### src/rtl/truth_table_scanner.sv
// rtl/truth_table_scanner.sv - N-input truth-table evaluator with live path and exhaustive scan stream
module truth_table_scanner #(
    parameter int                N    = 3,
    parameter logic [(1<<N)-1:0] FUNC = 8'h54
) (
    input  logic         clk,
    input  logic         rst_n,
    input  logic [N-1:0] live_in,
    output logic         live_s,
    input  logic         start,
    output logic         busy,
    output logic         out_valid,
    input  logic         out_ready,
    output logic [N-1:0] out_vec,
    output logic         out_s,
    output logic         done,
    output logic [N:0]   ones
);

    typedef enum logic [1:0] {
        IDLE = 2'd0,
        SCAN = 2'd1,
        DONE = 2'd2
    } state_t;

    // Terminal index is compared explicitly so the index never wraps back to 0.
    localparam logic [N-1:0] LAST = {N{1'b1}};

    state_t       state_q;
    logic         live_s_q;
    logic         busy_q;
    logic         out_valid_q;
    logic [N-1:0] index_q;
    logic         out_s_q;
    logic         done_q;
    logic [N:0]   ones_q;

    logic [N-1:0] index_d;
    logic         out_s_d;
    logic         xfer;

    assign index_d = index_q + 1'b1;
    assign out_s_d = FUNC[index_d];
    assign xfer    = out_valid_q & out_ready;

    // Live path: one-cycle registered table lookup, independent of the scan.
    always_ff @(posedge clk or negedge rst_n) begin
        if (!rst_n) begin
            live_s_q <= 1'b0;
        end else begin
            live_s_q <= FUNC[live_in];
        end
    end

    // Scan engine: walks every input vector in order, holding each pair until accepted.
    always_ff @(posedge clk or negedge rst_n) begin
        if (!rst_n) begin
            state_q     <= IDLE;
            busy_q      <= 1'b0;
            out_valid_q <= 1'b0;
            index_q     <= '0;
            out_s_q     <= 1'b0;
            done_q      <= 1'b0;
            ones_q      <= '0;
        end else begin
            case (state_q)
                IDLE: begin
                    done_q <= 1'b0;
                    if (start) begin
                        index_q     <= '0;
                        out_s_q     <= FUNC[0];
                        ones_q      <= '0;
                        busy_q      <= 1'b1;
                        out_valid_q <= 1'b1;
                        state_q     <= SCAN;
                    end
                end
                SCAN: begin
                    if (xfer) begin
                        ones_q <= ones_q + {{N{1'b0}}, out_s_q};
                        if (index_q == LAST) begin
                            out_valid_q <= 1'b0;
                            busy_q      <= 1'b0;
                            done_q      <= 1'b1;
                            state_q     <= DONE;
                        end else begin
                            index_q <= index_d;
                            out_s_q <= out_s_d;
                        end
                    end
                end
                DONE: begin
                    done_q  <= 1'b0;
                    state_q <= IDLE;
                end
                default: begin
                    state_q <= IDLE;
                end
            endcase
        end
    end

    assign live_s    = live_s_q;
    assign busy      = busy_q;
    assign out_valid = out_valid_q;
    assign out_vec   = index_q;
    assign out_s     = out_s_q;
    assign done      = done_q;
    assign ones      = ones_q;

endmodule

### config.mk
export PLATFORM = sky130hd
export DESIGN_NAME = truth_table_scanner
export DESIGN_NICKNAME = d
export VERILOG_FILES = /design/src/rtl/truth_table_scanner.sv
export SDC_FILE = /design/constraint.sdc
export NUM_CORES = 1
export LEC_CHECK = 0
export CORE_ASPECT_RATIO = 0.8
export CORE_MARGIN = 2
export CORE_UTILIZATION = 31
export CTS_BUF_LIST = sky130_fd_sc_hd__clkbuf_8 sky130_fd_sc_hd__clkbuf_16
export CTS_CLUSTER_DIAMETER = 50
export DETAILED_ROUTE_END_ITERATION = 16
export GPL_TIMING_DRIVEN = 0
export PLACE_DENSITY = 0.61
export SYNTH_ARGS = -nofsm -noshare
export SYNTH_HDL_FRONTEND = slang
export SYNTH_SLANG_ARGS = --single-unit
### constraint.sdc
create_clock -name clk -period 2.27 [get_ports clk]
set_clock_uncertainty 0.1 [all_clocks]
set_input_delay 0.454 -clock clk [delete_from_list [all_inputs] [get_ports clk]]
set_output_delay 0.454 -clock clk [all_outputs]
set_load 0.02 [all_outputs]
# After elaboration in Yosys (flattened, before gate mapping)
# Memories as Yosys holds them, arrays and structs flattened. A register that Yosys moved wholly into a read port is not among the register bits.
# Index checks and enable logic that the tools add are counted.
[word_totals]
regBits = 12
rom_bits = 16
in_bits = 7
output_inout_bits = 12
elab_cells = 52
memories = 2
[mem_list]
columns = ["memory", "depth", "word_bits", "rd", "rd_ports_with_merged_regs", "write_ports", "line_no", "text"]
rows = [
  ["(name not given)", 8, 1, 1, 1, 0, "51", "live_s_q <= FUNC[live_in];"],
  ["(name not given)", 8, 1, 1, 0, 0, "43", "assign out_s_d = FUNC[index_d];"],
]
[op_classes]
add_sub_neg = 2
n_lt_le_gt_ge = 1
eq_ne = 7
muxes = 23
bitwise = 1
n_reduce_logical = 10
[ops]
columns = ["cell", "count"]
rows = [
  ["1-bit 2-to-1 mux", 9],
  ["3-bit 2-to-1 mux", 3],
  ["3-bit AND reduction", 3],
  ["4-bit 2-to-1 mux", 2],
  ["2-bit != test, second input constant", 4],
  ["4-bit case mux with 2 select lines", 1],
  ["4-bit AND reduction", 2],
  ["2-bit 2-to-1 mux", 3],
  ["1-bit case mux with 2 select lines", 3],
  ["3-bit case mux with 2 select lines", 1],
  ["4-bit by 1-bit adder with 4-bit output", 1],
  ["3-bit by 4-bit less-than comparator with 1-bit output, second input constant", 1],
  ["2-bit case mux with 2 select lines", 1],
  ["2-bit nonzero test", 2],
  ["3-bit by 1-bit adder with 3-bit output, second input constant", 1],
  ["3-bit == test, second input constant", 1],
  ["2-bit by 1-bit == test with 1-bit output, second input constant", 1],
  ["2-bit == test, second input constant", 1],
  ["2-bit logical NOT", 1],
  ["2-bit OR reduction", 1],
  ["1-bit AND", 1],
  ["1-bit logical NOT", 1],
]

# Logic depth before layout (Yosys ltp)
[depth]
depth_word = 6
depth_mapped = 5
depth_no_buf = 5

# Least setup slack after synthesis
# OpenSTA, ideal clock, no wires.
[synth_path]
kind = "register -> register"
start = "register index_q[0] (netlist: out_vec[0])"
end = "register index_q[2] (netlist: out_vec[2])"
setup_ps = 126
t_arrival_ps = 1708
required_ps = 2044
setup_slack_ps = 336
path_stages_with_launch = 6
n_path_buf = 0
period_less_slack_ps = 1934
cell_sequence = "dfrtp_1 ha_1 ha_1 nand4b_4 a21o_1 a221o_1"
[synth_via]
elab_chain_cells = 4
word_cells_on_any_way = 7
cone_classes = "1 x add/sub; 2 x eq/ne; 3 x mux; 1 x reduce/logical"
[synth_rtl]
columns = ["element", "line_no", "text"]
rows = [
  ["start, declared", "33", "logic [N-1:0] index_q;"],
  ["start signal, assigned", "87", "index_q <= index_d;"],
  ["3-bit by 1-bit adder with 3-bit output", "42", "assign index_d = index_q + 1'b1;"],
  ["3-bit 2-to-1 mux", "81", "if (index_q == LAST) begin"],
  ["3-bit 2-to-1 mux", "79", "if (xfer) begin"],
  ["3-bit case mux with 2 select lines", "66", "case (state_q)"],
]
# Several ways; a longest one is shown, not always the timed one. The select of a mux whose other input is x is not followed.
# A chain may end at the register's enable or synchronous reset.

# Worst setup path after layout
[layout_path]
start = "register out_valid_q (netlist: out_valid)"
end = "output out_valid"
[layout_lines]
columns = ["element", "line_no", "text"]
rows = [
  ["start, declared", "32", "logic out_valid_q;"],
  ["start signal, assigned", "60", "out_valid_q <= 1'b0;"],
  ["start signal, assigned", "74", "out_valid_q <= 1'b1;"],
  ["start signal, assigned", "82", "out_valid_q <= 1'b0;"],
  ["end, declared", "12", "output logic out_valid,"],
]
# No word-level cell between the ends.

==> results.py <==
metrics = {
    "status": {
        "status": "finished clean",
    },
    "worst_setup_path": {
        "crit_required_ps": 1720,
        "cp-end-kind": "primary output",
        "cp_slowest_stage_delay_ps": 590,
        "cp-start-kind": "flip-flop",
        "crit_chain": "buf_4, clkdlybuf4s50_1",
        "path_class": "reg2out",
        "slowest_stage": "clkdlybuf4s50_1",
        "worst-path-max-fanout": 9,
        "critical_path_arrival_ps": 1520,
        "path_delay_family": "buffers and inverters",
        "critPathBufInv": 2,
    },
    "clock_network": {
        "cts-root-buf": "clkbuf_8",
        "cts_buffer_depth": 2,
        "cts_post_setup_buffers_inserted": 0,
        "clkLatencyLatePin_ps": 240,
        "path_clk_slew_ps": 60,
        "cts-buffers-inserted": 3,
        "cts_hold_buf": 0,
        "htree_levels": 1,
        "cts_resized": 0,
        "cts_tree": "done",
        "clock-sinks": 13,
    },
    "logic_synthesis": {
        "synthSimpleGateAreaFrac": 0.173,
        "synth-xor-area-share": 0,
        "synth_fa_ha_area_frac": 0.103,
        "synth.mux.area_fraction": 0.0291,
        "syn_area_per_cell_um2": 10.7,
        "synth_area_um2": 731,
        "ys_types": 29,
        "yosys-top-cells-area": "dfrtp_1 45%, ha_1 10%, a22o_1 6.0%",
        "synth_area_leader_cell": "dfrtp_1",
        "syn_inst": 68,
        "synth_top_area_share": 0.445,
        "yosys_warnings": 0,
        "synth_compound_area_frac": 0.202,
        "synth_top_family_by_area": "compound AO/OA/AOI/OAI gates",
        "ys_seq_area_frac": 0.445,
        "synth-seq-cells": 13,
        "syn-num-nets": 81,
    },
    "layout": {
        "nFillCells": 221,
        "diodes": 0,
        "layout.nets": 104,
        "area_growth_pct": 35.1,
        "final_util": 0.450,
        "final_cells": 115,
        "layout_common_cells": "18 x clkdlybuf4s50_1, 13 x dfrtp_1, 6 x inv_1, 6 x ha_1, 5 x a22o_1",
        "final_common_cell": "clkdlybuf4s50_1",
        "drive_gt1_frac": 0.144,
        "final_area_um2": 987,
    },
    "route": {
        "wirelength_met1_um": 830,
        "highest_layer": "met3",
        "avgRoutedWirePerCell_um": 13.5,
        "via_per_inst": 5.10,
        "wl_um": 1550,
        "drtAntennaViolNets": 0,
        "first_pass_iters": 3,
        "met2_length_um": 623,
        "drc": 0,
        "vias": 586,
        "drt_iter0_drc": 7,
        "wl_met3_um": 98,
    },
    "timing": {
        "finalCriticalPeriod_ps": 2070,
        "setup_viol": 0,
        "setup_tns_ps": 0,
        "holdWs_ps": 434,
        "maxSlewViolCount": 0,
        "slew_headroom": 0.591,
        "rsz0062_at_grt": "false",
        "layout_setup_ws_ps": 201,
        "worstMarginPinSlew_ps": 612,
        "fmax_mhz": 483,
        "period_share": 0.912,
        "hold_viol": 0,
    },
    "power_and_ir_drop": {
        "p_leak_nw": 0.432,
        "powerDensity_nw_per_um2": 554,
        "power_uw": 547,
        "vdd_drop_max_uv": 451,
    },
    "grt": {
        "grt_pass1_vias": 571,
        "grt_usage": 0.134,
        "grt_start_max_net_pins": 14,
        "grt_first_pass_wirelength_um": 2640,
        "antenna_found_initial": 0,
        "overflow": 0,
    },
    "placed_design": {
        "placed_cell_area_um2": 942,
        "dp_slack_ps": 177,
        "place_hpwl_um": 1130,
        "numPortBuffers": 18,
        "gp_congestion": 0.752,
        "place_inst": 111,
    },
    "hold_path": {
        "hold_class": "reg2reg",
    },
    "die": {
        "start_util": 0.333,
        "dieArea_um2": 2760,
        "die_x_um": 58.3,
        "placement_rows": 15,
        "core-area_um2": 2200,
        "io_pins": 19,
        "dieHeight_um": 47.4,
    },
    "job": {
        "cap_violations": 0,
    },
}
[cells in the mapped netlist]
library cell and instances:
dfrtp_1 13, ha_1 6, a22o_1 5, inv_1 5, a21oi_1 4, nor2_1 4, and3_2 3, nand2_1 3
nand3_1 3, a211o_2 2, nor3_1 2, a21o_1 1, a221o_1 1, a41oi_1 1, and3_1 1, and3b_2 1
buf_2 1, buf_4 1, clkbuf_1 1, mux2_2 1, mux2i_1 1, nand2b_1 1, nand4b_4 1, nor2b_1 1
o211ai_1 1, o21ai_0 1, o21bai_1 1, o311ai_0 1, o32ai_1 1
[logic make-up after synthesis]
| kind of cell | count (synthesis) |
|---|---|
| buffers and inverters | 8 |
| muxes | 2 |
| adders and majority gates | 6 |
| and+or+nand+nor | 20 |
| DFF | 13 |
| AOI/OAI and AO/OA | 19 |
[power by group]
group | switching, mW | total [mW] | internal [mW]
combinational | 0.0445 | 0.0923 | 0.0478
clock | 0.0811 | 0.200 | 0.119
sequential | 0.0109 | 0.254 | 0.244
total | 0.137 | 0.547 | 0.411
[cell type report]
type	count	area [µm²]	area share
Tap cell	25	31.3	0.0317
Sequential cell	13	325	0.330
Buffer	3	16.3	0.0165
Clock inverter	1	3.75	0.00380
Multi-Input combinational cell	47	370	0.375
Clock buffer	3	41.3	0.0418
Inverter	5	18.8	0.0190
Timing Repair Buffer	18	180	0.183
[worst min-delay path, stage by stage (launching register included)]
cell and delay [ps]:
dfrtp_1 340, a21oi_1 40, nor2b_1 100
[final timing paths]
check	startpoint	end	slack (ps)	cells past startpoint
worst min-delay path	done	done	430	2
min in group asynchronous	rst_n	out_vec[2]	490	1
max in group asynchronous	rst_n	state_q[1]	1180	1
worst min register to register	done	done	430	2
worst max-delay path	out_valid	out_valid	200	2
worst max register to register	out_vec[0]	out_vec[2]	290	5
[sequential cells by signal (all words and copies together) (netlist names)]
register	count
done	1
live_s	1
ones	4
out_s	1
out_valid	1
out_vec	3
state_q	2
[per-layer routing]
| layer | vias to the layer above | global-route usage |
|---|---|---|
| met2 | 15 | 0.196 |
| met3 | 0 | 0.0622 |
| met4 | 0 | 0.0279 |
| met1 | 276 | 0.184 |
| met5 | - | 0 |
| li1 | 295 | - |
No activity file was read; power rests on OpenSTA's default activity.
